<file path="src/rtl/gf16_pkg.sv">
// GF(2^4) field constants, types and reference functions
// shared by the composite-field AES S-box blocks.
package gf16_pkg;

  localparam logic [4:0] POLY   = 5'h13;
  localparam logic [3:0] LAMBDA = 4'hC;

  typedef logic [3:0] gf16_t;

  typedef enum logic [1:0] {
    GF_MUL,
    GF_SQ,
    GF_SQSC,
    GF_INV
  } gf_op_e;

  function automatic gf16_t gf16_mul(gf16_t a, gf16_t b);
    gf16_t r;
    gf16_t x;
    r = '0;
    x = a;
    for (int i = 0; i < 4; i++) begin
      if (b[i]) r = r ^ x;
      x = {x[2:0], 1'b0} ^ (x[3] ? POLY[3:0] : 4'h0);
    end
    return r;
  endfunction

  // Squaring is GF(2)-linear: spread bits, then fold x^4 and x^6.
  function automatic gf16_t gf16_sq(gf16_t h);
    return {h[3], h[1] ^ h[3], h[2], h[0] ^ h[2]};
  endfunction

  function automatic gf16_t gf16_inv(gf16_t h);
    gf16_t r;
    unique case (h)
      4'h0: r = 4'h0;
      4'h1: r = 4'h1;
      4'h2: r = 4'h9;
      4'h3: r = 4'hE;
      4'h4: r = 4'hD;
      4'h5: r = 4'hB;
      4'h6: r = 4'h7;
      4'h7: r = 4'h6;
      4'h8: r = 4'hF;
      4'h9: r = 4'h2;
      4'hA: r = 4'hC;
      4'hB: r = 4'h5;
      4'hC: r = 4'hA;
      4'hD: r = 4'h4;
      4'hE: r = 4'h3;
      default: r = 4'h8;
    endcase
    return r;
  endfunction

endpackage

</file>
<file path="src/rtl/gf16_mul_comb.sv">
// Combinational GF(2^4) multiplier: carry-less
// partial products folded with x^4 = x + 1.
module gf16_mul_comb
  import gf16_pkg::*;
(
  input  gf16_t a_i,
  input  gf16_t b_i,
  output gf16_t p_o
);

  logic [6:0] pp;

  always_comb begin
    pp = '0;
    for (int i = 0; i < 4; i++) begin
      if (b_i[i]) pp = pp ^ ({3'b000, a_i} << i);
    end
  end

  assign p_o = pp[3:0]
             ^ {2'b00, pp[4], pp[4]}
             ^ {1'b0, pp[5], pp[5], 1'b0}
             ^ {pp[6], pp[6], 2'b00};

endmodule

</file>
<file path="src/rtl/spem.sv">
// Registered GF(2^4) element: multiply, square,
// LAMBDA-scaled square and inverse with 1-cycle latency.
module spem
  import gf16_pkg::*;
(
  input  logic       clk,
  input  logic       rst,
  input  logic       in_valid,
  input  logic [1:0] op,
  input  logic [3:0] H,
  input  logic [3:0] B,
  output logic [3:0] prod,
  output logic       out_valid
);

  gf_op_e op_e;
  gf16_t  h_sq;
  gf16_t  mul_a;
  gf16_t  mul_b;
  gf16_t  mul_p;
  gf16_t  res;
  gf16_t  prod_d, prod_q;
  logic   vld_q;

  assign op_e = gf_op_e'(op);
  assign h_sq = gf16_sq(H);

  // One multiplier serves both H*B and LAMBDA*H^2.
  assign mul_a = (op_e == GF_SQSC) ? LAMBDA : H;
  assign mul_b = (op_e == GF_SQSC) ? h_sq : B;

  gf16_mul_comb u_mul (
    .a_i (mul_a),
    .b_i (mul_b),
    .p_o (mul_p)
  );

  always_comb begin
    res = '0;
    unique case (op_e)
      GF_MUL:  res = mul_p;
      GF_SQ:   res = h_sq;
      GF_SQSC: res = mul_p;
      GF_INV:  res = gf16_inv(H);
      default: res = '0;
    endcase
  end

  assign prod_d = in_valid ? res : prod_q;

  always_ff @(posedge clk or posedge rst) begin
    if (rst) begin
      prod_q <= '0;
      vld_q  <= 1'b0;
    end else begin
      prod_q <= prod_d;
      vld_q  <= in_valid;
    end
  end

  assign prod      = prod_q;
  assign out_valid = vld_q;

endmodule

</file>
<file path="config.mk">
export PLATFORM = sky130hd
export DESIGN_NAME = spem
export DESIGN_NICKNAME = d
export VERILOG_FILES = /design/src/rtl/gf16_pkg.sv /design/src/rtl/gf16_mul_comb.sv /design/src/rtl/spem.sv
export SDC_FILE = /design/constraint.sdc
export NUM_CORES = 1
export LEC_CHECK = 0
export BUFFER_PORTS_ARGS = -buffer_cell sky130_fd_sc_hd__buf_2
export CAP_MARGIN = 20
export CORE_MARGIN = 5
export CORE_UTILIZATION = 44
export DETAILED_ROUTE_END_ITERATION = 7
export GPL_TIMING_DRIVEN = 1
export PLACE_DENSITY = 0.67
export REMOVE_ABC_BUFFERS = 1
export SLEW_MARGIN = 10
export SYNTH_ARGS = -nofsm -noshare
export SYNTH_HDL_FRONTEND = slang
export SYNTH_HIERARCHICAL = 1
export SYNTH_SLANG_ARGS = --single-unit
</file>
<file path="constraint.sdc">
create_clock -name clk -period 1.9 [get_ports clk]
set_input_delay 0 -clock clk [delete_from_list [all_inputs] [get_ports clk]]
set_output_delay 0 -clock clk [all_outputs]
set_load 0.05 [all_outputs]
</file>
==> results.py, run 1 <==
metrics = {
    "run_status": {
        "status": "finished clean",
    },
    "drt": {
        "post_drt_wl_per_cell_um": 11.2,
        "first_pass_iters": 4,
        "routed_wl_um": 1680,
        "drtAntennaViolNets": 0,
        "viasPerCell": 4.80,
        "drt_iter0_drc": 15,
        "vias": 720,
        "drcViolationCount": 0,
    },
    "global_routing": {
        "grt_pass1_wl_um": 2730,
        "grt.overflow.total": 0,
        "grt_usage_pct": 13.1,
        "antenna_found_initial": 0,
        "grt_max_degree": 13,
        "grt_pass1_vias": 685,
    },
    "setup_path": {
        "crit_required_ns": 2.06,
        "crit_fanout": 12,
        "start_kind": "input port",
        "reg2reg_from": "prod[2]",
        "slowest_delay_ns": 0.46,
        "critical_path_class": "input port to register",
        "cp_slowest_cell": "o21ai_0",
        "endpoint_kind": "register",
        "r2r_slack_ns": 1.26,
        "r2r-end": "prod[2]",
        "path_cells": "buf_2, nand2b_1, o21ai_0, nand2_1, xor2_2, xnor2_2, xnor2_1, o21ai_0, a31oi_1",
        "r2r_cells": 2,
        "critPathMostFrequentCell": "o21ai_0",
        "critical_path_arrival_ns": 1.80,
    },
    "worst_hold_path": {
        "worstHoldEndpoint": "prod[1]",
        "min_path_cells": 3,
        "hold_path.startpoint": "op[1]",
        "hold_class": "input port to register",
    },
    "sta": {
        "clock.fmax_mhz": 607,
        "final.period_utilization_pct": 86.7,
        "setup_viol": 0,
        "min_period_ns": 1.65,
        "finalHoldViolations": 0,
        "totalNegativeSetupSlack_ns": 0,
        "timing.final.max_slew_violations": 0,
        "fin_skew_ns": 0,
        "tightest_slew_ns": 0.476,
        "slew_headroom_pct": 67.9,
        "rsz0062_at_grt": "no",
    },
    "clock_network": {
        "clockRootBuffer": "clkbuf_4",
        "clockBufferDepth": 2,
        "clkSinkCount": 5,
        "cts_tree": "built",
        "cts_setup_buffers": 0,
        "numCtsBuffers": 3,
        "clkLatencyLatePin_ns": 0.24,
        "path_clk_slew_ns": 0.04,
        "h-tree-depth": 1,
    },
    "logic_synthesis": {
        "avgSynthCellArea_sq_um": 7.50,
        "syn-cell-area_sq_um": 779,
        "yosys_register_bits": 5,
        "synth_warnings": 6,
        "synthCells": 104,
        "netlist-cell-type-count": 29,
        "yosysSeqAreaShare_pct": 16.1,
    },
    "place": {
        "portBuffers": 17,
        "dp.cells": 144,
        "dp_hpwl_um": 1370,
        "globalplace.congestion": 0.839,
    },
    "cells_and_area": {
        "nFillCells": 173,
        "syn2layout_area_growth_pct": 18.1,
        "post-route-util_pct": 53.9,
        "multiInputGateArea_sq_um": 581,
        "final_cells": 150,
        "antenna_cells": 0,
        "drive_gt1_share_pct": 24.0,
        "layout.nets": 145,
        "register_area_sq_um": 125,
    },
    "floorplanning": {
        "dieArea_sq_um": 2710,
        "ios": 18,
        "coreArea_sq_um": 1710,
        "die_h_um": 52.1,
        "initial_core_util_pct": 45.6,
        "rows": 15,
        "die_w_um": 52.1,
    },
    "power": {
        "p_leak_nw": 0.426,
        "ir_drop_uv": 231,
        "powerDensity_nw_per_um2": 599,
    },
    "run": {
        "cap_violations": 0,
    },
}
[metal layers]
metal  vias up  global-route usage (%)  wire [um]
met5         -                       0          0
met1       321                    16.3        766
met2        18                    23.0        820
met3         2                    1.15         75
li1        379                       -          -
met4         0                    5.24         15
[per-stage QoR]
step           worst slack [ns]  hold WS [ns]  area [sq um]  power, mW
3_5_place_dp             0.0678       -0.0956           875      0.431
6_report                  0.252         0.105           921      0.552
5_1_grt                  0.0875         0.138           921      0.587
3_3_place_gp              0.127        -0.103           875      0.425
2_1_floorplan             0.149        -0.221           728      0.348
4_1_cts                   0.316         0.105           921      0.558
[kinds of logic (layout without fill, tap and decap cells)]
group	Yosys count	in the layout	share of synthesized area [%]
and+or+nand+nor	36	36	19.3
muxes	3	3	5.46
adders and majority gates	6	6	9.63
AOI/OAI and AO/OA	22	22	15.7
xor gates and xnor gates	20	20	24.4
buffers and inverters	12	33	9.47
DFF	5	5	16.1
[placed cells by master, fill, tap and decap left out, drive strengths merged, types with 5 or more instances in the layout]
| cell type | count |
|---|---|
| dfrtp | 5 |
| nor2 | 6 |
| ha | 6 |
| nand2 | 23 |
| xnor2 | 13 |
| inv | 6 |
| buf | 21 |
| o21ai | 14 |
| xor2 | 7 |
[state kept, by name, indices dropped and copies added (netlist names)]
register,cells
out_valid,1
prod,4
[critical path: cells and delay by family]
kind	cells	cell delay, ns
compound gates	3	0.71
xor+xnor	3	0.53
simple gates	2	0.45
buf+inv	1	0.10
[repair_timing]
item	4_1_cts	5_1_grt
hold buffers	2	0
endpoints found under the hold margin	6	0
endpoints found under the setup margin	0	0
gates resized for setup	0	0
[worst max-delay path by stage]
stage | start | endpoint | cells past startpoint | slack [ns]
2_1_floorplan | op[0] | prod[2] | 8 | 0.15
3_5_place_dp | op[0] | prod[2] | 10 | 0.07
4_1_cts | op[0] | prod[1] | 9 | 0.32
6_report | op[0] | prod[1] | 9 | 0.25
5_1_grt | op[0] | prod[0] | 9 | 0.09
3_3_place_gp | op[0] | prod[2] | 10 | 0.13
[cell type report]
cell class,instances,area share [%]
Clock buffer,4,2.85
Inverter,6,2.45
Multi-Input combinational cell,87,63.0
Sequential cell,5,13.6
Tap cell,25,3.40
Timing Repair Buffer,23,14.7
[Yosys cell counts]
library cell     instances  area share [%]
a211o_1                  1             1.1
a21oi_1                  2             1.3
a31oi_1                  4             3.2
and2_1                   1            0.80
and2_2                   1            0.96
buf_4                    1            0.96
buf_6                    1             1.4
clkbuf_1                 1            0.48
clkbuf_2                 1            0.64
clkbuf_8                 1             1.8
clkdlybuf4s25_2          1             1.3
dfrtp_1                  5              16
ha_1                     6             9.6
inv_1                    4             1.9
inv_2                    2            0.96
mux2i_1                  2             2.6
mux4_2                   1             2.9
nand2_1                 23              11
nand2b_1                 2             1.6
nand3_1                  1            0.64
nor2_1                   6             2.9
nor3_1                   2             1.3
o21ai_0                 13             8.3
o21ai_1                  1            0.64
o311ai_0                 1             1.1
xnor2_1                 12              13
xnor2_2                  1             2.1
xor2_1                   6             6.7
xor2_2                   1             2.1
[report_power, final]
group          internal, mW  switching, mW  total, mW
logic                 0.118          0.182      0.301
registers             0.123        0.00747      0.130
clock network        0.0793         0.0418      0.121
total                 0.320          0.232      0.552
Note: power is estimated with default switching activity, not from simulation.
==> run 2: changes to the inputs <==
- CORE_MARGIN: 5 -> 2
==> results.py, run 2 (same netlist as run 1, synthesis figures left out) <==
metrics = {
    "clock_network": {
        "h-tree-depth": 1,
        "clockRootBuffer": "clkbuf_4",
        "clkLatencyLatePin_ns": 0.23,
        "numCtsBuffers": 3,
        "cts_resized": 0,
        "clkSinkCount": 5,
        "clockBufferDepth": 2,
        "path_clk_slew_ns": 0.04,
        "cts_tree": "built",
    },
    "floorplanning": {
        "coreArea_sq_um": 1690,
        "dieArea_sq_um": 2120,
        "initial_core_util_pct": 46.1,
        "die_h_um": 46.1,
        "ios": 18,
        "die_w_um": 46.1,
        "rows": 15,
    },
    "global_routing": {
        "grt.overflow.total": 0,
        "grt_pass1_wl_um": 2590,
        "grt_usage_pct": 16.5,
        "antenna_found_initial": 0,
        "grt_pass1_vias": 660,
        "grt_max_degree": 13,
    },
    "setup_path": {
        "critical_path_class": "input port to register",
        "crit_family": "compound AO/OA/AOI/OAI gates",
        "slowest_delay_ns": 0.28,
        "cp_slowest_cell": "nand2b_1",
        "r2r_slack_ns": 1.24,
        "path_cells": "buf_2, nand2b_1, o21ai_0, buf_4, mux2i_1, xor2_1, mux2i_1, xnor2_1, o21ai_0, a31oi_1",
        "crit_fanout": 12,
        "endpoint_kind": "register",
        "r2r_cells": 2,
        "r2r-end": "prod[2]",
        "reg2reg_from": "prod[2]",
        "start_kind": "input port",
        "critPathBufInv": 2,
        "crit_required_ns": 2.00,
        "critical_path_arrival_ns": 1.62,
    },
    "drt": {
        "first_pass_iters": 4,
        "drcViolationCount": 0,
        "viasPerCell": 5.01,
        "drtAntennaViolNets": 0,
        "routed_wl_um": 1590,
        "drt_iter0_drc": 13,
        "post_drt_wl_per_cell_um": 11.1,
        "vias": 717,
    },
    "cells_and_area": {
        "layout.nets": 146,
        "layout_commonest_cell": "nand2_1",
        "layout_common_cells": "23 x nand2_1, 17 x buf_2, 13 x o21ai_0",
        "register_area_sq_um": 125,
        "nFillCells": 168,
        "multiInputGateArea_sq_um": 581,
        "antenna_cells": 0,
        "post-route-util_pct": 54.4,
        "syn2layout_area_growth_pct": 17.8,
        "largest_register_ffs": 4,
        "final_cells": 143,
        "drive_gt1_share_pct": 24.6,
    },
    "place": {
        "dp.cells": 137,
        "portBuffers": 17,
        "dp_hpwl_um": 1310,
        "pre_cts_ws_ns": 0.136,
        "globalplace.congestion": 0.773,
    },
    "worst_hold_path": {
        "hold_class": "input port to register",
        "min_path_cells": 3,
        "hold_path.startpoint": "op[1]",
        "worstHoldEndpoint": "prod[1]",
    },
    "run": {
        "cap_violations": 0,
    },
    "power": {
        "ir_drop_uv": 289,
        "p_leak_nw": 0.431,
        "power_mw": 0.549,
        "powerDensity_nw_per_um2": 598,
    },
    "sta": {
        "slew_headroom_pct": 71.3,
        "clock.fmax_mhz": 657,
        "totalNegativeSetupSlack_ns": 0,
        "setup_viol": 0,
        "tightest_slew_ns": 0.425,
        "timing.final.max_slew_violations": 0,
        "worst_slack_ns": 0.378,
        "min_period_ns": 1.52,
        "finalHoldViolations": 0,
        "rsz0062_at_grt": "no",
        "final.period_utilization_pct": 80.1,
        "fin_skew_ns": 0,
    },
    "run_status": {
        "status": "finished clean",
    },
}
-- run 2: routing by layer --
metal  part of all wire (%)  GRT usage, %  up-vias
met1                     47          18.4      313
met5                      0             0        -
met4                   0.63          5.14        0
met3                    3.1          2.75        2
li1                       -             -      383
met2                     49          31.1       19
-- run 2: worst max-delay path by stage --
stage / from / to / slack (ns) / cells after the start
after floorplan: op[0] / prod[2] / 0.15 / 8
after global placement: op[0] / prod[2] / 0.14 / 10
after detailed placement: op[0] / prod[1] / 0.14 / 10
after CTS: op[0] / prod[1] / 0.38 / 10
after global routing: op[0] / prod[1] / 0.19 / 10
final: op[0] / prod[2] / 0.38 / 10
-- run 2: area by class of cell --
| class | count | area share [%] |
|---|---|---|
| inverter | 6 | 2.45 |
| tap | 17 | 2.32 |
| sequential | 5 | 13.6 |
| clock buffer | 4 | 2.86 |
| multi-input combinational | 87 | 63.2 |
| timing repair buffer | 24 | 15.5 |
-- run 2: per-stage QoR --
| stage | hold WS (ns) | cell area, sq um |
|---|---|---|
| 3_3_place_gp | -0.104 | 872 |
| 6_report | 0.112 | 918 |
| 3_5_place_dp | -0.0989 | 872 |
| 5_1_grt | 0.134 | 918 |
| 2_1_floorplan | -0.221 | 728 |
| 4_1_cts | 0.114 | 918 |
-- run 2: worst reg2reg max path: stages, from the launching register on --
cell     delay, ns
dfrtp_1       0.37
nor2_1        0.11
a31oi_1       0.05
-- run 2: where the power goes --
part           switching (mW)  internal [mW]  leakage (nW)
combinational           0.181          0.120         0.360
sequential            0.00760          0.123        0.0557
clock                  0.0386         0.0791        0.0150
-- run 2: timing repair --
action	4_1_cts	5_1_grt
hold buffers	2	0
buffers inserted	0	0
hold endpoints to repair	6	0
